===== src/rtl/bpr_frame_ctrl.sv =====
// ---------------------------------------------------------------------------
// bpr_frame_ctrl
// Frame controller in front of the bad-pixel-replacement border generator.
// After a run request it pulses the datapath reset, waits for a start of frame,
// then passes one frame straight through (zero latency) while checking the
// line length and SOF position. It regenerates tlast from its own pixel count.
// A framing error pulses err_pulse and resynchronises through the datapath reset.
//
// Handshake: a beat moves on an AXI-Stream port when tvalid and tready are both
// high at the rising clock edge. tvalid never depends on tready. tready may
// depend on tvalid and tuser.
//
// Parameters: IMG_RES_X (pixels/line), IMG_RES_Y (lines/frame),
//             DP_RST_CYCLES (datapath reset pulse length, 1..255)
// Ports:
//   axis_aclk, axis_areset        clock, synchronous active-high reset
//   enable                        run request (level)
//   s_axis_*                      sensor pixel stream in (tdata/tvalid/tready/tlast/tuser=SOF)
//   m_axis_*                      pixel stream out (tdata/tvalid/tready/tlast)
//   dp_rst                        datapath reset, active high
//   busy                          high whenever the FSM is not idle
//   frame_done, err_pulse         one-cycle event pulses
//   frame_cnt                     completed-frame counter (wraps)
//   err_cnt                       saturating error counter, only present when
//                                 BPR_FRAME_CTRL_ERR_CNT_EN is defined
// ---------------------------------------------------------------------------
module bpr_frame_ctrl #(
    parameter int IMG_RES_X     = 336,
    parameter int IMG_RES_Y     = 256,
    parameter int DP_RST_CYCLES = 4
) (
    input  logic        axis_aclk,
    input  logic        axis_areset,
    input  logic        enable,
    input  logic [15:0] s_axis_tdata,
    input  logic        s_axis_tvalid,
    output logic        s_axis_tready,
    input  logic        s_axis_tlast,
    input  logic        s_axis_tuser,
    output logic [15:0] m_axis_tdata,
    output logic        m_axis_tvalid,
    input  logic        m_axis_tready,
    output logic        m_axis_tlast,
    output logic        dp_rst,
    output logic        busy,
    output logic        frame_done,
    output logic        err_pulse,
    output logic [15:0] frame_cnt
`ifdef BPR_FRAME_CTRL_ERR_CNT_EN
    ,
    output logic [15:0] err_cnt
`endif
);

    localparam logic [15:0] X_LAST   = 16'(IMG_RES_X - 1);
    localparam logic [15:0] Y_LAST   = 16'(IMG_RES_Y - 1);
    localparam logic [7:0]  RST_LAST = 8'(DP_RST_CYCLES - 1);

    typedef enum logic [2:0] {
        ST_IDLE     = 3'd0,
        ST_DP_RST   = 3'd1,
        ST_WAIT_SOF = 3'd2,
        ST_PASS     = 3'd3,
        ST_DONE     = 3'd4
    } state_t;

    state_t      state_q, state_d;
    logic [15:0] x_cnt_q, x_cnt_d;
    logic [15:0] y_cnt_q, y_cnt_d;
    logic [15:0] frame_cnt_q, frame_cnt_d;
    logic [7:0]  rst_cnt_q, rst_cnt_d;
    logic        err_q, err_d;

    logic at_x_last, at_y_last, beat_ok, beat_err;

    always_comb begin
        at_x_last = (x_cnt_q == X_LAST);
        at_y_last = (y_cnt_q == Y_LAST);
        beat_ok   = s_axis_tvalid & m_axis_tready;
        // Short line, long line and mid-frame SOF fold into one error so a
        // beat with several faults still gives a single pulse.
        beat_err  = (s_axis_tlast & ~at_x_last)
                  | (at_x_last & ~s_axis_tlast)
                  | (s_axis_tuser & ((x_cnt_q != 16'd0) || (y_cnt_q != 16'd0)));

        state_d       = state_q;
        x_cnt_d       = x_cnt_q;
        y_cnt_d       = y_cnt_q;
        frame_cnt_d   = frame_cnt_q;
        rst_cnt_d     = rst_cnt_q;
        err_d         = 1'b0;
        s_axis_tready = 1'b0;
        m_axis_tdata  = 16'd0;
        m_axis_tvalid = 1'b0;
        m_axis_tlast  = 1'b0;
        dp_rst        = 1'b0;
        frame_done    = 1'b0;

        case (state_q)
            ST_IDLE: begin
                if (enable) begin
                    state_d   = ST_DP_RST;
                    rst_cnt_d = 8'd0;
                    x_cnt_d   = 16'd0;
                    y_cnt_d   = 16'd0;
                end
            end
            ST_DP_RST: begin
                dp_rst = 1'b1;
                if (rst_cnt_q == RST_LAST) state_d = ST_WAIT_SOF;
                else                       rst_cnt_d = rst_cnt_q + 8'd1;
            end
            ST_WAIT_SOF: begin
                // Junk beats are swallowed; the SOF beat is held for ST_PASS.
                s_axis_tready = ~s_axis_tuser;
                if (!enable) begin
                    state_d = ST_IDLE;
                end else if (s_axis_tvalid && s_axis_tuser) begin
                    state_d = ST_PASS;
                    x_cnt_d = 16'd0;
                    y_cnt_d = 16'd0;
                end
            end
            ST_PASS: begin
                m_axis_tdata  = s_axis_tdata;
                m_axis_tvalid = s_axis_tvalid;
                s_axis_tready = m_axis_tready;
                m_axis_tlast  = at_x_last;
                if (beat_ok) begin
                    if (beat_err) begin
                        err_d     = 1'b1;
                        state_d   = ST_DP_RST;
                        rst_cnt_d = 8'd0;
                        x_cnt_d   = 16'd0;
                        y_cnt_d   = 16'd0;
                    end else if (at_x_last) begin
                        x_cnt_d = 16'd0;
                        if (at_y_last) state_d = ST_DONE;
                        else           y_cnt_d = y_cnt_q + 16'd1;
                    end else begin
                        x_cnt_d = x_cnt_q + 16'd1;
                    end
                end
            end
            ST_DONE: begin
                frame_done  = 1'b1;
                frame_cnt_d = frame_cnt_q + 16'd1;
                state_d     = enable ? ST_WAIT_SOF : ST_IDLE;
            end
            default: state_d = ST_IDLE;
        endcase

        busy      = (state_q != ST_IDLE);
        err_pulse = err_q;
        frame_cnt = frame_cnt_q;

        // Outputs take their reset values immediately, not one edge later.
        if (axis_areset) begin
            s_axis_tready = 1'b0;
            m_axis_tdata  = 16'd0;
            m_axis_tvalid = 1'b0;
            m_axis_tlast  = 1'b0;
            dp_rst        = 1'b1;
            frame_done    = 1'b0;
            busy          = 1'b0;
            err_pulse     = 1'b0;
            frame_cnt     = 16'd0;
        end
    end

    always_ff @(posedge axis_aclk) begin
        if (axis_areset) begin
            state_q     <= ST_IDLE;
            x_cnt_q     <= 16'd0;
            y_cnt_q     <= 16'd0;
            frame_cnt_q <= 16'd0;
            rst_cnt_q   <= 8'd0;
            err_q       <= 1'b0;
        end else begin
            state_q     <= state_d;
            x_cnt_q     <= x_cnt_d;
            y_cnt_q     <= y_cnt_d;
            frame_cnt_q <= frame_cnt_d;
            rst_cnt_q   <= rst_cnt_d;
            err_q       <= err_d;
        end
    end

`ifdef BPR_FRAME_CTRL_ERR_CNT_EN
    logic        enable_q;
    logic [15:0] err_cnt_q;

    // A fresh run request (rising enable) starts the error count over.
    always_ff @(posedge axis_aclk) begin
        if (axis_areset) begin
            enable_q  <= 1'b0;
            err_cnt_q <= 16'd0;
        end else begin
            enable_q <= enable;
            if (enable && !enable_q)
                err_cnt_q <= 16'd0;
            else if (err_q && (err_cnt_q != 16'hFFFF))
                err_cnt_q <= err_cnt_q + 16'd1;
        end
    end

    assign err_cnt = axis_areset ? 16'd0 : err_cnt_q;
`else
    // No error counter in this build.
`endif

endmodule


===== config.mk =====
export PLATFORM = sky130hd
export DESIGN_NAME = bpr_frame_ctrl
export DESIGN_NICKNAME = d
export VERILOG_FILES = /design/src/rtl/bpr_frame_ctrl.sv
export SDC_FILE = /design/constraint.sdc
export NUM_CORES = 1
export LEC_CHECK = 0
export ABC_AREA = 1
export CAP_MARGIN = 0
export CORE_MARGIN = 4
export CORE_UTILIZATION = 30
export CTS_BUF_LIST = sky130_fd_sc_hd__clkbuf_4 sky130_fd_sc_hd__clkbuf_8 sky130_fd_sc_hd__clkbuf_16
export DETAILED_ROUTE_END_ITERATION = 10
export PLACE_DENSITY = 0.51
export REMOVE_ABC_BUFFERS = 1
export SYNTH_ARGS = -nofsm -noshare
export SYNTH_HDL_FRONTEND = slang
export SYNTH_SLANG_ARGS = --single-unit

===== constraint.sdc =====
create_clock -name axis_aclk -period 6 [get_ports axis_aclk]
set_clock_uncertainty 0.2 [all_clocks]
set_input_delay 1.5 -clock axis_aclk [delete_from_list [all_inputs] [get_ports axis_aclk]]
set_output_delay 1.5 -clock axis_aclk [all_outputs]
set_load 0.005 [all_outputs]

==> results of run 1 <==
synth_stat cells, drive strengths merged (2+ instances only):
| library cell | number |
|---|---|
| nor2 | 148 |
| nand2 | 136 |
| inv | 101 |
| dfxtp | 60 |
| nand3 | 34 |
| a21oi | 30 |
| o21ai | 29 |
| nor3 | 22 |
| xor2 | 15 |
| nand4 | 10 |
| buf | 7 |
| clkbuf | 7 |
| ha | 6 |
| nor4 | 5 |
| nand3b | 2 |
| nor3b | 2 |
flip-flops by register name, summed over array words and instances, names as in the netlist:
signal       count
frame_cnt_q     16
x_cnt_q         16
y_cnt_q         16
rst_cnt_q        8
state_q          3
err_q            1
power groups by stage:
stage | registers, W | clock network (W) | logic [W]
after floorplan | 0.000516 | 0 | 0.000493
after global placement | 0.000531 | 0 | 0.000650
after detailed placement | 0.000531 | 0 | 0.000661
after CTS | 0.000523 | 0.000580 | 0.000666
after global routing | 0.000533 | 0.000595 | 0.000765
final | 0.000524 | 0.000568 | 0.000656
worst paths after layout:
check / from / end / slack [ns] / cells after the start
setup / recovery: axis_areset / s_axis_tready / 1.05 / 5
hold / removal: rst_cnt_q[4]$_SDFFE_PP0P_ / rst_cnt_q[4]$_SDFFE_PP0P_ / 0.26 / 2
setup reg to reg: x_cnt_q[0]$_SDFFE_PP0P_ / y_cnt_q[5]$_SDFFE_PP0P_ / 3.49 / 10
hold reg to reg: rst_cnt_q[4]$_SDFFE_PP0P_ / rst_cnt_q[4]$_SDFFE_PP0P_ / 0.26 / 2
cell families (layout without fill, tap and decap cells):
| logic type | after synthesis | after routing | synth area share [%] |
|---|---|---|---|
| simple gates | 359 | 359 | 42.1 |
| fa+ha+maj | 6 | 6 | 1.95 |
| xor+xnor | 16 | 16 | 3.64 |
| buf+inv | 116 | 181 | 12.0 |
| flops | 60 | 60 | 31.2 |
| compound gates | 63 | 63 | 9.19 |
through the flow:
step           total power [W]  utilization [%]  std cells  setup slack (ns)
2_1_floorplan          0.00101                -        606              1.71
3_3_place_gp           0.00118             36.6        841              1.01
3_5_place_dp           0.00119             36.6        841             0.989
4_1_cts                0.00177             39.2        857              1.00
5_1_grt                0.00189             39.2        857             0.950
6_report               0.00175             39.2        857              1.05
layout make-up:
type | count | area (µm²) | area share (%)
multi-input cells | 444 | 2190 | 44.3
flip-flops and latches | 60 | 1200 | 24.3
repair buffers | 63 | 626 | 12.6
inverters | 102 | 390 | 7.89
clock buffers | 10 | 239 | 4.83
well taps | 172 | 215 | 4.35
clock inverters | 6 | 87.6 | 1.77
worst max-delay path, cell delays in order:
cell and delay (ns):
clkdlybuf4s50_1 0.42, inv_1 0.09, nand2_1 0.39, o21ai_0 0.30
clkdlybuf4s50_1 0.55
layer usage:
metal  GRT usage [%]  share of wire, %  up-vias
li1                -                 -     2050
met4            4.62               1.6        0
met1            17.7                49     1691
met3            3.03               4.9       12
met2            22.6                44       73
met5               0                 0        -
==> results.md, run 1 <==
* Hold_ws at 0.261 ns
* Vias in the first global route at 3688
* Die area at 14700 µm²
* DR vias/cell at 4.46
* Combinational fraction of design power at 37.5%
* Top_reg_cell synth: dfxtp_1
* Post-Route WL at 9.70 mm
* CTS Sinks at 60
* Syn avg cell area at 6.21 µm²
* CP startpoint kind: primary input
* CTS tree: yes
* Synth unique cells at 39
* Area grow syn2layout at 28.5%
* Max IR drop VDD at 0.138 mV
* Arr. time, crit path at 3.25 ns
* Final instance area at 4950 µm²
* Hold Path Class: register to register
* Clock tree buffer depth at 2
* Die Y at 121 µm
* Post-route DRC at 0
* Initial drt markers at 171
* Worst-Margin Slew at 0.677 ns
* Outcome: finished, final reports clean
* Minimum clock period at 4.95 ns
* Hold buffer count at CTS at 0
* Worst setup EP type: output pin
* PD cells at 353 nW/µm²
* Leakage power at 2.01 nW
* Sw Share at 39.4%
* Initial antenna violation count at 0
* Synth top area cells: dfxtp_1 (31%), nor2_1 (14%), nand2_1 (12%), inv_1 (9.1%), nand3_1 (4.0%)
* Clk_lat worst skew at 0.33 ns
* TNS Setup at 0 ns
* Endpoints failing setup at 0
* Average routed wire per standard cell at 11.3 µm
* Post-Syn Area at 3850 µm²
* Fmax at 202 MHz
* # port buffers at 61
* Total grt overflow at 0
* Synth warn at 0
* Post-synthesis sequential area ratio at 31.2%
* CTS Buf Count at 9
* Internal Pwr Total at 0.00106 W
* Largest net degree at the start of global routing at 37
* Number of routed nets with antenna violations at 0
* CTS resizes at 0
* Commonest non-fill, non-tap cell in the layout: nor2_1
* Sequential share of power at 30.0%
* First-pass GRT wire length at 16.6 mm
* Layout cells sized above 1 at 9.49%
* RSZ-0062 raised after global routing: false
* Core area at 12600 µm²
* Hpwl dp at 7.29 mm
* I/O pins at 62
* Die Width at 121 µm
* Synth async-reset ratio at 0%
* Commonest non-fill, non-tap cells in the layout: nor2_1 (140), nand2_1 (121), inv_1 (93)
* Clk root buf: clkbuf_16
* Post CTS Setup Buffer Count at 0
* H-tree levels at 3
* Routability Congestion at 0.856
* Clk pwr share at 32.5%
* Max cap viols at 0
* Top cell type's share of synthesized area at 31.2%
* Final period util at 82.5%
* Crit Path Class: primary input to output pin
* Number of register bits inferred by synthesis at 60
* Via count of the routed design at 3826
* Sw power at 0.000689 W
* Area post-placement at 4620 µm²
* Total track usage at 13.7%
* Number of flops mapped to enable cells by yosys at 0
* Mapped Cells at 620
* Req. time, crit path at 4.30 ns
* Slew Limit Fails at 0
* Filler Cell Count at 1395
* Clk pin slew, worst setup/hold paths at 0.05 ns
* Dominant cell type by area after synthesis: dfxtp_1
* Rel. slew slack at 54.8%
* Rows at 41
* CP max FO at 20
* Final Hold Vio Count at 0
* DRT Pass-1 Iters at 5
* Initial core utilization at 30.5%
* Diodes inserted at 0
* Fin nets at 709
Note: power is estimated with default switching activity, not from simulation.
==> run 2, diff against run 1 <==
- clock period: 6 -> 4.7 ns (I/O delays scaled with it)
==> run 2 against run 1 <==
  * Cell area decreased by 0.56%
  * Setup slack got worse by 0.42 ns
  * Total power increased by 23%
  * Sequential cell count unchanged
  * Register-to-register slack got worse by 1.3 ns
  * Clock-buffer cell count unchanged
  * Critical path type unchanged
  * Clock power increased by 15%
  * Critical path depth increased by 1
  * Die area unchanged
  * Largest cell class unchanged
  * Largest power group unchanged
  * Sequential power increased by 27%
  * Routed wire length decreased by 1.8%
==> results.md, run 2 (synthesized netlist as in run 1, its figures left out) <==
* Final Core Density at 39.0%
* Layout Cells excl Fill at 857
* Initial antenna violation count at 0
* Hold Path Class: register to register
* Clk_lat worst skew at 0.32 ns
* # port buffers at 61
* Via count of the routed design at 3771
* Rows at 41
* CTS tree: yes
* Initial drt markers at 193
* Largest registers: frame_cnt_q x16, x_cnt_q x16, y_cnt_q x16
* Place WS at 0.598 ns
* DR vias/cell at 4.40
* Sw power at 0.000861 W
* H-tree levels at 3
* Initial core utilization at 30.5%
* R2r setup slk at 2.16 ns
* Average routed wire per standard cell at 11.1 µm
* First-pass GRT wire length at 16.3 mm
* Post CTS Setup Buffer Count at 0
* DRT Pass-1 Iters at 5
* Clk pin slew, worst setup/hold paths at 0.05 ns
* Rel. slew slack at 61.0%
* Commonest non-fill, non-tap cells in the layout: nor2_1 (140), nand2_1 (121), inv_1 (93)
* Internal Pwr Total at 0.00130 W
* Die Y at 121 µm
* Die area at 14700 µm²
* Endpoints failing setup at 0
* Fin nets at 710
* PD cells at 438 nW/µm²
* Final Hold Vio Count at 0
* Worst setup EP type: output pin
* Core area at 12600 µm²
* CP max FO at 36
* Routability Congestion at 0.846
* Fmax at 246 MHz
* Combinational fraction of design power at 38.7%
* TNS Setup at 0 ns
* Post-Route WL at 9.52 mm
* R2R Path Start: x_cnt_q[0]$_SDFFE_PP0P_
* CTS Sinks at 60
* Outcome: finished, final reports clean
* Hold buffer count at CTS at 0
* Placed Cells at 842
* Layout cells sized above 1 at 9.49%
* Reg-to-reg endpoint: y_cnt_q[7]$_SDFFE_PP0P_
* CTS resizes at 0
* Hold depth at 2
* Clk root buf: clkbuf_16
* Slew Limit Fails at 0
* Req. time, crit path at 3.32 ns
* Max IR drop VDD at 0.175 mV
* Worst Reg2Reg Path Length in Cells at 10
* Commonest non-fill, non-tap cell in the layout: nor2_1
* Leakage power at 2.00 nW
* Area post-placement at 4630 µm²
* Vias in the first global route at 3606
* CTS Buf Count at 9
* Minimum clock period at 4.07 ns
* RSZ-0062 raised after global routing: false
* Worst-Margin Slew at 0.584 ns
* Die Width at 121 µm
* Arr. time, crit path at 2.69 ns
* Number of routed nets with antenna violations at 0
* Critical path origin: axis_areset
* Clock tree buffer depth at 2
* Total track usage at 13.5%
* Area grow syn2layout at 27.8%
* Total grt overflow at 0
* Max cap viols at 0
* Post-route DRC at 0
* Sw Share at 39.9%
* Sequential share of power at 31.0%
* Final instance area at 4920 µm²
* Crit Path Class: primary input to output pin
* Critical Path End: s_axis_tready
* Clk pwr share at 30.3%
* Final setup margin at 0.630 ns
* Hpwl dp at 7.21 mm
* Diodes inserted at 0
* I/O pins at 62
* Largest net degree at the start of global routing at 37
* CP startpoint kind: primary input
* Final period util at 86.6%
-- run 2: changes by cell type in the layout (fill, tap and decap cells not counted), sizes merged --
cell and delta:
bufinv -1, clkinv +2, buf +1, clkinvlp -2
-- run 2: layer usage --
layer  wire [µm]  GRT usage, %  vias to the layer above
met4          46          3.99                        0
met5           0             0                        -
met2        4330          22.6                       63
met3         443          2.98                        2
met1        4700          17.5                     1656
li1            -             -                     2050
-- run 2: how the worst min path moves through the flow --
stage,from,to,slack [ns]
global placement,rst_cnt_q[4]$_SDFFE_PP0P_,rst_cnt_q[4]$_SDFFE_PP0P_,0.25
CTS,rst_cnt_q[4]$_SDFFE_PP0P_,rst_cnt_q[4]$_SDFFE_PP0P_,0.26
detailed placement,rst_cnt_q[4]$_SDFFE_PP0P_,rst_cnt_q[4]$_SDFFE_PP0P_,0.25
floorplan,rst_cnt_q[4]$_SDFFE_PP0P_,rst_cnt_q[4]$_SDFFE_PP0P_,0.23
finish,rst_cnt_q[4]$_SDFFE_PP0P_,rst_cnt_q[4]$_SDFFE_PP0P_,0.26
global route,rst_cnt_q[4]$_SDFFE_PP0P_,rst_cnt_q[4]$_SDFFE_PP0P_,0.28
-- run 2: power by group through the flow --
stage               sequential, W  clock [W]  combinational (W)
floorplan                0.000659          0           0.000629
global placement         0.000678          0           0.000829
detailed placement       0.000677          0           0.000841
CTS                      0.000669   0.000667           0.000845
global route             0.000683   0.000691           0.000965
finish                   0.000668   0.000654           0.000834
-- run 2: cell type report --
cell class | count | area [µm²]
Clock buffer | 10 | 239
Clock inverter | 5 | 52.6
Fill cell | 1393 | 7700
Inverter | 102 | 390
Multi-Input combinational cell | 444 | 2190
Sequential cell | 60 | 1200
Tap cell | 172 | 215
Timing Repair Buffer | 64 | 633
-- run 2: stage by stage --
stage	hold WS, ns	total power (W)
2_1_floorplan	0.235	0.00129
3_3_place_gp	0.250	0.00151
3_5_place_dp	0.255	0.00152
4_1_cts	0.264	0.00218
5_1_grt	0.282	0.00234
6_report	0.258	0.00216
-- run 2: worst max-delay path, cell delays in order --
cell	delay, ns
clkdlybuf4s50_1	0.47
buf_4	0.36
nor2_1	0.08
nand2_1	0.08
o21ai_0	0.07
clkdlybuf4s50_1	0.46
